--- src/rtl/dummy_pkg.sv ---
// Shared types for the coprocessor issue arbiter: control word, grant index, FSM states.
package dummy_pkg;

  localparam int unsigned NUM_REQ_DEF      = 2;
  localparam int unsigned MAX_INFLIGHT_DEF = 4;
  localparam int unsigned GRANT_IDX_W      = 3;

  typedef logic [GRANT_IDX_W-1:0] grant_idx_t;

  typedef enum logic {
    ST_ARB  = 1'b0,
    ST_HOLD = 1'b1
  } arb_state_e;

  typedef struct packed {
    logic [3:0] opcode;
    logic [1:0] mode;
    logic       sign;
  } coproc_ctl_t;

  // Next round-robin priority index after a grant to idx, wrapping at n.
  function automatic grant_idx_t rr_next(input grant_idx_t idx, input int unsigned n);
    if (32'(idx) + 32'd1 >= n) return '0;
    return idx + grant_idx_t'(1);
  endfunction

endpackage

--- src/rtl/dummy_arb_fifo.sv ---
// In-order ID FIFO recording which requester owns each outstanding coprocessor operation.
module dummy_arb_fifo #(
  parameter int unsigned DEPTH = 4,
  parameter int unsigned WIDTH = 3
) (
  input  logic                     clk_i,
  input  logic                     rst_ni,
  input  logic                     flush_i,
  input  logic                     push_i,
  input  logic [WIDTH-1:0]         data_i,
  input  logic                     pop_i,
  output logic [WIDTH-1:0]         data_o,
  output logic                     full_o,
  output logic                     empty_o,
  output logic [$clog2(DEPTH):0]   count_o
);

  localparam int unsigned PTR_W = $clog2(DEPTH);
  localparam int unsigned CNT_W = PTR_W + 1;

  logic [DEPTH-1:0][WIDTH-1:0] mem_q;
  logic [PTR_W-1:0]            wr_ptr_q;
  logic [PTR_W-1:0]            rd_ptr_q;
  logic [CNT_W-1:0]            cnt_q;
  logic                        push_ok;
  logic                        pop_ok;

  assign full_o  = (cnt_q == CNT_W'(DEPTH));
  assign empty_o = (cnt_q == '0);
  assign data_o  = mem_q[rd_ptr_q];
  assign count_o = cnt_q;

  assign push_ok = push_i && !full_o;
  assign pop_ok  = pop_i && !empty_o;

  // Pointers wrap naturally since DEPTH is a power of two.
  always_ff @(posedge clk_i or negedge rst_ni) begin
    if (!rst_ni) begin
      mem_q    <= '0;
      wr_ptr_q <= '0;
      rd_ptr_q <= '0;
      cnt_q    <= '0;
    end else if (flush_i) begin
      wr_ptr_q <= '0;
      rd_ptr_q <= '0;
      cnt_q    <= '0;
    end else begin
      if (push_ok) begin
        mem_q[wr_ptr_q] <= data_i;
        wr_ptr_q        <= wr_ptr_q + PTR_W'(1);
      end
      if (pop_ok) begin
        rd_ptr_q <= rd_ptr_q + PTR_W'(1);
      end
      case ({push_ok, pop_ok})
        2'b10:   cnt_q <= cnt_q + CNT_W'(1);
        2'b01:   cnt_q <= cnt_q - CNT_W'(1);
        default: cnt_q <= cnt_q;
      endcase
    end
  end

endmodule

--- src/rtl/dummy_arb.sv ---
// Round-robin issue arbiter for a shared coprocessor with in-order result routing.
// Optional per-requester grant counters are built when DUMMY_ARB_PERF_EN is defined.
module dummy_arb
  import dummy_pkg::*;
#(
  parameter int unsigned NUM_REQ      = NUM_REQ_DEF,
  parameter int unsigned MAX_INFLIGHT = MAX_INFLIGHT_DEF,
  parameter int unsigned PAYLOAD_W    = 64,
  parameter int unsigned RES_W        = 32
) (
  input  logic                                clk_i,
  input  logic                                rst_ni,
  input  logic                                flush_i,
  input  logic        [NUM_REQ-1:0]           req_valid_i,
  output logic        [NUM_REQ-1:0]           req_ready_o,
  input  coproc_ctl_t [NUM_REQ-1:0]           req_ctl_i,
  input  logic        [NUM_REQ-1:0][PAYLOAD_W-1:0] req_payload_i,
  output logic                                cp_valid_o,
  input  logic                                cp_ready_i,
  output coproc_ctl_t                         cp_ctl_o,
  output logic        [PAYLOAD_W-1:0]         cp_payload_o,
  input  logic                                cp_valid_i,
  output logic                                cp_ready_o,
  input  logic        [RES_W-1:0]             cp_res_i,
  output logic        [NUM_REQ-1:0]           resp_valid_o,
  input  logic        [NUM_REQ-1:0]           resp_ready_i,
  output logic        [RES_W-1:0]             resp_data_o,
  output logic        [$clog2(MAX_INFLIGHT):0] inflight_o,
  output logic                                busy_o,
  output logic        [NUM_REQ-1:0][15:0]     perf_grant_o
);

  localparam int unsigned CNT_W = $clog2(MAX_INFLIGHT) + 1;

  arb_state_e           state_q, state_d;
  grant_idx_t           rr_ptr_q;
  grant_idx_t           hold_idx_q;
  coproc_ctl_t          hold_ctl_q;
  logic [PAYLOAD_W-1:0] hold_payload_q;
  logic                 hold_load;

  logic                 arb_found;
  grant_idx_t           arb_idx;
  coproc_ctl_t          arb_ctl;
  logic [PAYLOAD_W-1:0] arb_payload;
  grant_idx_t           grant_idx;
  logic                 issue_fire;

  logic                 fifo_full;
  logic                 fifo_empty;
  grant_idx_t           fifo_head;
  logic [CNT_W-1:0]     fifo_count;
  logic                 head_ok;
  logic                 head_ready;
  logic                 result_pop;

  // First pass covers indices at/after the pointer, second pass wraps to the lowest valid.
  always_comb begin : arb_select
    arb_found = 1'b0;
    arb_idx   = '0;
    for (int unsigned i = 0; i < NUM_REQ; i++) begin
      if (!arb_found && req_valid_i[i] && (grant_idx_t'(i) >= rr_ptr_q)) begin
        arb_found = 1'b1;
        arb_idx   = grant_idx_t'(i);
      end
    end
    for (int unsigned i = 0; i < NUM_REQ; i++) begin
      if (!arb_found && req_valid_i[i]) begin
        arb_found = 1'b1;
        arb_idx   = grant_idx_t'(i);
      end
    end
  end

  always_comb begin : arb_operands
    arb_ctl     = '0;
    arb_payload = '0;
    for (int unsigned i = 0; i < NUM_REQ; i++) begin
      if (arb_idx == grant_idx_t'(i)) begin
        arb_ctl     = req_ctl_i[i];
        arb_payload = req_payload_i[i];
      end
    end
  end

  // Issue FSM; HOLD replays registered operands so the coprocessor sees a stable request.
  always_comb begin : fsm_comb
    state_d      = state_q;
    hold_load    = 1'b0;
    cp_valid_o   = 1'b0;
    grant_idx    = arb_idx;
    cp_ctl_o     = '0;
    cp_payload_o = '0;
    case (state_q)
      ST_ARB: begin
        if (!flush_i && !fifo_full && arb_found) begin
          cp_valid_o   = 1'b1;
          cp_ctl_o     = arb_ctl;
          cp_payload_o = arb_payload;
          if (!cp_ready_i) begin
            state_d   = ST_HOLD;
            hold_load = 1'b1;
          end
        end
      end
      ST_HOLD: begin
        grant_idx = hold_idx_q;
        if (flush_i) begin
          state_d = ST_ARB;
        end else begin
          cp_valid_o   = 1'b1;
          cp_ctl_o     = hold_ctl_q;
          cp_payload_o = hold_payload_q;
          if (cp_ready_i) state_d = ST_ARB;
        end
      end
      default: state_d = ST_ARB;
    endcase
  end

  assign issue_fire = cp_valid_o && cp_ready_i;

  always_comb begin : req_ready_gen
    req_ready_o = '0;
    for (int unsigned i = 0; i < NUM_REQ; i++) begin
      req_ready_o[i] = cp_valid_o && cp_ready_i && (grant_idx == grant_idx_t'(i));
    end
  end

  always_ff @(posedge clk_i or negedge rst_ni) begin
    if (!rst_ni) begin
      state_q        <= ST_ARB;
      rr_ptr_q       <= '0;
      hold_idx_q     <= '0;
      hold_ctl_q     <= '0;
      hold_payload_q <= '0;
    end else begin
      state_q <= state_d;
      if (flush_i) begin
        rr_ptr_q <= '0;
      end else if (issue_fire) begin
        rr_ptr_q <= rr_next(grant_idx, NUM_REQ);
      end
      if (hold_load) begin
        hold_idx_q     <= arb_idx;
        hold_ctl_q     <= arb_ctl;
        hold_payload_q <= arb_payload;
      end
    end
  end

  dummy_arb_fifo #(
    .DEPTH (MAX_INFLIGHT),
    .WIDTH (GRANT_IDX_W)
  ) u_id_fifo (
    .clk_i   (clk_i),
    .rst_ni  (rst_ni),
    .flush_i (flush_i),
    .push_i  (issue_fire),
    .data_i  (grant_idx),
    .pop_i   (result_pop),
    .data_o  (fifo_head),
    .full_o  (fifo_full),
    .empty_o (fifo_empty),
    .count_o (fifo_count)
  );

  // Results are steered to the requester that owns the oldest outstanding operation.
  assign head_ok = !fifo_empty && !flush_i;

  always_comb begin : head_route
    head_ready   = 1'b0;
    resp_valid_o = '0;
    for (int unsigned i = 0; i < NUM_REQ; i++) begin
      if (fifo_head == grant_idx_t'(i)) begin
        head_ready      = resp_ready_i[i];
        resp_valid_o[i] = head_ok && cp_valid_i;
      end
    end
  end

  assign cp_ready_o  = head_ok && head_ready;
  assign result_pop  = cp_valid_i && cp_ready_o;
  assign resp_data_o = fifo_empty ? '0 : cp_res_i;
  assign inflight_o  = fifo_count;
  assign busy_o      = (fifo_count != '0) || cp_valid_o;

`ifdef DUMMY_ARB_PERF_EN
  logic [NUM_REQ-1:0][15:0] perf_q;

  // Saturating accepted-issue counters per requester.
  always_ff @(posedge clk_i or negedge rst_ni) begin
    if (!rst_ni) begin
      perf_q <= '0;
    end else if (flush_i) begin
      perf_q <= '0;
    end else if (issue_fire) begin
      for (int unsigned i = 0; i < NUM_REQ; i++) begin
        if ((grant_idx == grant_idx_t'(i)) && (perf_q[i] != 16'hFFFF)) begin
          perf_q[i] <= perf_q[i] + 16'd1;
        end
      end
    end
  end

  assign perf_grant_o = perf_q;
`else
  assign perf_grant_o = '0;
`endif

endmodule

--- config.mk ---
export PLATFORM = sky130hd
export DESIGN_NAME = dummy_arb
export DESIGN_NICKNAME = d
export VERILOG_FILES = /design/src/rtl/dummy_pkg.sv /design/src/rtl/dummy_arb_fifo.sv /design/src/rtl/dummy_arb.sv
export SDC_FILE = /design/constraint.sdc
export NUM_CORES = 1
export LEC_CHECK = 0
export ABC_AREA = 1
export BUFFER_PORTS_ARGS = -buffer_cell sky130_fd_sc_hd__buf_4
export CORE_MARGIN = 5
export CORE_UTILIZATION = 42
export DETAILED_ROUTE_END_ITERATION = 10
export GPL_TIMING_DRIVEN = 0
export PLACE_DENSITY = 0.83
export SLEW_MARGIN = 20
export SYNTH_ARGS = -nofsm -noshare
export SYNTH_HDL_FRONTEND = slang
export SYNTH_HIERARCHICAL = 1
export SYNTH_SLANG_ARGS = --single-unit
export TNS_END_PERCENT = 100
--- constraint.sdc ---
create_clock -name clk_i -period 2.6 [get_ports clk_i]
set_clock_uncertainty 0.2 [all_clocks]
set_input_delay 0.26 -clock clk_i [delete_from_list [all_inputs] [get_ports clk_i]]
set_output_delay 0.26 -clock clk_i [all_outputs]
set_load 0.01 [all_outputs]
# == After elaboration in Yosys (flattened, before gate mapping) ==
# Cells that the tools add are included.
# totals
reg_bits,97
latchBits,0
mem_bits_rw,0
mem_bits_ro,0
input_bits,183
output_inout_bits,145
n_memories,0
# classes
n_addsub,6
mul,0
n_div,0
order_cmp,6
n_eq_ne,6
shift,0
muxes,49
bitwise_logic,2
n_reduce_logical,34
# op_table
operator,n
2-to-1 mux 64 bit,4
case mux 64 bit (2 select lines),1
2-to-1 mux 32 bit,1
2-to-1 mux 3 bit,10
2-to-1 mux 7 bit,4
2-to-1 mux 1 bit,18
logical AND 1 bit,17
case mux 7 bit (2 select lines),1
bitwise mux 12 bit,1
logical NOT 3 bit,4
== test 3 x 1 -> 1 bit (second input constant),3
2-to-1 mux 2 bit,4
adder 3 x 1 -> 3 bit (second input constant),2
binary-select mux 3 bit (select 2 bit),1
demux 3 bit (select 2 bit),1
>= comparator 1 x 3 -> 1 bit (first input constant),2
logical NOT 1 bit,6
< comparator 2 x 3 -> 1 bit (second input constant),2
case mux 3 bit (2 select lines),1
nonzero test 2 bit,3
nonzero test 3 bit,2
adder 2 x 1 -> 2 bit (second input constant),2
adder 3 x 1 -> 4 bit (second input constant),1
>= comparator 4 x 2 -> 1 bit (second input constant),1
other kinds (9),11

# == Logic depth before layout (Yosys ltp) ==
# logic_depth
depth_word,22
ltp_mapped,18

# == Hierarchy ==
# The synthesis kept the hierarchy.
# by_module_without_submodules
module,n_inst,cells_per_inst,area_per_inst_um2
dummy_arb,1,903,5288.8
dummy_arb_fifo,1,118,972.2

# == Least setup slack after synthesis ==
# Ideal clock, no wire load.
# synth_path
kind,register -> register
startpoint,register u_id_fifo.cnt_q[1] (netlist: u_id_fifo/count_o[1])
endpoint,register u_id_fifo.cnt_q[2] (netlist: u_id_fifo/count_o[2])
setup_time_ps,117
t_arrival_ps,2317
t_required_ps,2283
setup_slack_ps,-34
path_stages_with_launch,17
period_less_slack_ps,2634
cell_sequence,dfrtp_1 nor2_2 nand2_1 inv_1 nor2_1 nand2_1 a21oi_1 nand2_2 nand2_1 inv_1 fa_1 xnor2_1 inv_1 nand2_1 nand2_1 nand3_1 nand2_1
# synth_between
elab_chain_cells,11
word_cells_on_any_way,21
cone_classes,2 x add/sub; 3 x eq/ne; 4 x mux; 12 x reduce/logical
# synth_lines
element,line,rtl
"start, declared",dummy_arb_fifo.sv:24,logic [CNT_W-1:0] cnt_q;
"start signal, assigned",dummy_arb_fifo.sv:56,2'b10: cnt_q <= cnt_q + CNT_W'(1);
"start signal, assigned",dummy_arb_fifo.sv:57,2'b01: cnt_q <= cnt_q - CNT_W'(1);
"start signal, assigned",dummy_arb_fifo.sv:58,default: cnt_q <= cnt_q;
== test 3 bit (*),dummy_arb_fifo.sv:28,assign full_o = (cnt_q == CNT_W'(DEPTH));
via fifo_full,dummy_arb.sv:49,logic fifo_full;
logical NOT 1 bit (*),dummy_arb.sv:96,if (!flush_i && !fifo_full && arb_found) begin
logical AND 1 bit (*) (2 in a row),dummy_arb.sv:96,
2-to-1 mux 1 bit (*),dummy_arb.sv:96,
case mux 1 bit (2 select lines) (*),dummy_arb.sv:94,case (state_q)
logical AND 1 bit (*),dummy_arb.sv:121,assign issue_fire = cp_valid_o && cp_ready_i;
via issue_fire,dummy_arb.sv:47,logic issue_fire;
logical AND 1 bit (*),dummy_arb_fifo.sv:33,assign push_ok = push_i && !full_o;
== test 2 x 1 -> 1 bit or == test 2 bit (tied branches),dummy_arb_fifo.sv:55,"case ({push_ok, pop_ok})"
case mux 3 bit (2 select lines),dummy_arb_fifo.sv:55,
2-to-1 mux 3 bit,dummy_arb_fifo.sv:43,end else if (flush_i) begin
# The timed path passes the listed nets; every way through them passes the cells marked *.
# A chain may end at the register's enable or synchronous reset.

# == Final worst setup path ==
# layout_path
startpoint,register u_id_fifo.rd_ptr_q[0]
endpoint,register u_id_fifo.cnt_q[2] (netlist: u_id_fifo/count_o[2])
# layout_between
elab_chain_cells,11
word_cells_on_any_way,14
cone_classes,3 x eq/ne; 6 x mux; 5 x reduce/logical
# layout_lines
element,line,rtl
"start, declared",dummy_arb_fifo.sv:23,logic [PTR_W-1:0] rd_ptr_q;
"start signal, assigned",dummy_arb_fifo.sv:53,rd_ptr_q <= rd_ptr_q + PTR_W'(1);
binary-select mux 3 bit (select 2 bit) (*),dummy_arb_fifo.sv:30,assign data_o = mem_q[rd_ptr_q];
2-to-1 mux 3 bit (implied by the code) (*),dummy_arb_fifo.sv:30,
via fifo_head[2],dummy_arb.sv:51,grant_idx_t fifo_head;
logical NOT 3 bit,dummy_arb.sv:175,if (fifo_head == grant_idx_t'(i)) begin
2-to-1 mux 1 bit,dummy_arb.sv:175,
2-to-1 mux 1 bit (*),dummy_arb.sv:175,
logical AND 1 bit (*),dummy_arb.sv:182,assign cp_ready_o = head_ok && head_ready;
logical AND 1 bit (*),dummy_arb.sv:183,assign result_pop = cp_valid_i && cp_ready_o;
via result_pop,dummy_arb.sv:55,logic result_pop;
logical AND 1 bit (*),dummy_arb_fifo.sv:34,assign pop_ok = pop_i && !empty_o;
== test 2 x 1 -> 1 bit or == test 2 bit (tied branches),dummy_arb_fifo.sv:55,
case mux 3 bit (2 select lines),dummy_arb_fifo.sv:55,
2-to-1 mux 3 bit,dummy_arb_fifo.sv:43,
# The timed path passes the listed nets; every way through them passes the cells marked *. The select of a mux whose other input is x is not followed.

==> results.yml <==
die:
  initial_core_util_pct: 42.9
  floorplan.die_area_sq_um: 17400
  die_width_microns: 132
  io_pins: 328
  fp.coreArea_sq_um: 14600
  placementRows: 44
  die_height_microns: 132
cts:
  cts_buffer_depth: 2
  ctsHtreeMaxLevel: 3
  cts_made_buffers: 9
  clk_pin_slew_worst_paths_ns: 0.07
  clkLatencyLatePin_ns: 0.34
  clockRootBuffer: "clkbuf_16"
  cts_sinks: 93
  cts_tree: "yes"
timing:
  timing.final.crit_share_pct: 99.7
  timing.final.ws_setup_ns: 0.00762
  finalCriticalPeriod_ns: 2.59
  max_slew.worst_pin.slew_ns: 0.867
  achievable-frequency_mhz: 386
  finalSetupViolations: 0
  timing.max_slew.rel_slack_pct: 42.2
  grt_setup_unrepaired: "true"
  final_hold_viol_count: 0
  hold-worst-slack_ns: 0.0208
  max_slew_violation_count: 0
synthesis:
  yosys_most_used_dff: "dfrtp_1"
  synth.distinct_cells: 30
  mappedNetlistArea_sq_um: 6260
  yosysSeqAreaShare_pct: 37.2
  count_of_warnings_emitted_by_yosys: 6
  synth-seq-cells: 93
  asyncSetResetFlopFracSynth_pct: 100
  synth_largest_area_cell: "nand2_1"
  yosys.cell_count.top_type: "nand2_1"
  synthesized_area_per_cell_sq_um: 6.13
  syn-instance-count: 1021
  synth_top_cell_area_share_pct: 41.0
  yosys-top-cells-area: "nand2_1 41%, dfrtp_1 37%, buf_4 3.8%, inv_1 3.4%, buf_6 2.5%"
  synth-edff-count: 0
  leading_cell_types_by_count_after_synthesis: "684 x nand2_1, 93 x dfrtp_1, 57 x inv_1"
route:
  vias: 7289
  wirelength_met1_microns: 8590
  post_route_ant_nets: 0
  routed-wl-met2_microns: 11200
  first_iter_violations: 480
  detail_route.vias_per_cell: 4.65
  routed_wirelength_microns: 22100
  wl_per_cell_microns: 14.1
  wl_met3_microns: 1770
  drc_errors: 0
  routed.top_layer: "met4"
  number_of_detailed_route_iterations_in_the_first_pass: 5
placed_design:
  finalWeightedCongestion: 0.835
  dp_worst_setup_slack_ns: -0.292
  placed_cells: 1533
  port_buffers: 295
  dp_wirelength_microns: 16700
global_route:
  grt.overflow.total: 0
  track_usage_pct: 23.9
  grt_antenna_before_repair: 0
  grt_max_degree: 94
  grt_pass1_vias: 6808
  global_route_wire_length_before_repair_microns: 34200
power_and_ir_drop:
  p_leak_nw: 5.80
  overall_power_after_layout_w: 0.00474
  power_density_over_cell_area_nw_per_um2: 505
  power.ir.vdd_worst_mv: 0.323
worst_setup_path:
  critical_path_peak_fanout: 7
  required_ns: 2.63
  setup.worst_path.class: "flip-flop to flip-flop"
  end_kind: "flip-flop"
  critPathLaunchType: "flip-flop"
  arrival_ns: 2.62
cells_and_area:
  post-route-util_pct: 64.3
  nFillCells: 1363
  final_cells: 1568
  areaGrowthSynthToFinish_pct: 49.9
  n_antenna_cell: 0
  share_of_cells_above_drive_strength_1_pct: 31.2
  final_net_count: 1567
job:
  max_cap_viol_count: 0
hold_path:
  hold_path_class: "primary input to flip-flop"
outcome:
  run_status: "finished, final reports clean"
area by class of cell:
cell class,count,area (sq um),share of cell area [%]
clock inverters,6,70.1,0.747
flip-flops and latches,93,2330,24.9
well taps,184,230,2.45
plain buffers,78,546,5.81
clock buffers,10,239,2.55
repair buffers,314,2370,25.2
multi-input cells,822,3370,35.9
inverters,61,234,2.49
final timing paths:
kind | start | end | slack, ns | depth (start not counted)
worst max-delay path | u_id_fifo/rd_ptr_q[0]$_DFFE_PN0P_ | u_id_fifo/count_o[2]$_DFFE_PN0P_ | 0.008 | 16
worst min-delay path | req_payload_i[120] | hold_payload_q[56]$_DFFE_PN0P_ | 0.02 | 5
worst max register to register | u_id_fifo/rd_ptr_q[0]$_DFFE_PN0P_ | u_id_fifo/count_o[2]$_DFFE_PN0P_ | 0.008 | 16
worst min register to register | hold_payload_q[20]$_DFFE_PN0P_ | hold_payload_q[20]$_DFFE_PN0P_ | 0.28 | 2
max in group asynchronous | rst_ni | u_id_fifo/rd_ptr_q[0]$_DFFE_PN0P_ | 1.18 | 2
min in group asynchronous | rst_ni | hold_payload_q[38]$_DFFE_PN0P_ | 0.34 | 2
cell families after synthesis:
logic type / Yosys count / synth area share (%)
buf+inv: 139 / 12.4
flops: 93 / 37.2
fa+ha+maj: 5 / 1.12
other cells: 1 / 0.0599
simple gates: 747 / 46.1
xor+xnor: 1 / 0.140
compound gates: 35 / 3.02
critical path: stages (launching register included):
cell and delay (ns):
dfrtp_2 0.47, o21ai_1 0.20, o22ai_2 0.13, inv_1 0.08, nand4_1 0.18, a21oi_2 0.24
inv_1 0.07, a21oi_2 0.15, nand2_2 0.08, inv_2 0.07, fa_2 0.22, xnor2_2 0.12
inv_1 0.05, nand2_1 0.06, nand2_1 0.05, nand3_1 0.06, nand2_1 0.06
stage by stage:
stage | setup TNS [ns] | instance area (sq um)
3_3_place_gp | -0.291 | 8830
2_1_floorplan | 0 | 6390
4_1_cts | 0 | 9260
3_5_place_dp | -0.434 | 8840
6_report | 0 | 9380
5_1_grt | -0.206 | 9380
timing repair:
item | in CTS | in global routing
hold endpoints to repair | 94 | 0
cloned | 0 | 0
endpoints found under the setup margin | 5 | 21
pin swaps | 5 | 7
hold buffers | 2 | 0
resized for setup | 11 | 20
buffers inserted | 9 | 8
state kept, by name, summed over array words and instances, names as in the netlist:
name                count
u_id_fifo/count_o       3
u_id_fifo/rd_ptr_q      2
state_q                 1
hold_payload_q         64
hold_idx_q              1
u_id_fifo/wr_ptr_q      2
u_id_fifo/mem_q        12
hold_ctl_q              7
rr_ptr_q                1
per-layer routing:
layer	track usage, %	vias to the layer above
met5	0	-
met4	8.80	0
met3	5.08	31
met2	42.8	316
met1	27.9	3247
li1	-	3695
placed cells by master, fill, tap and decap left out, types with 4 or more instances in the layout:
cell,synthesis,layout
nand2_1,684,682
buf_4,32,343
dfrtp_1,93,89
inv_1,57,54
nor2_1,42,41
conb_1,1,34
buf_2,21,21
o21ai_0,23,17
buf_6,14,15
clkbuf_1,11,10
clkbuf_16,0,9
nand3_1,7,6
inv_2,3,5
a21oi_1,6,4
ha_1,4,4
dfrtp_2,0,4
report_power, final:
part	internal (W)	total, W	leakage, nW	switching (W)
Clock	0.000779	0.00137	0.142	0.000596
Combinational	0.000694	0.00150	4.47	0.000805
Sequential	0.00171	0.00186	1.18	0.000152
Total	0.00318	0.00474	5.80	0.00155
Power figures use the tool's default switching activity.
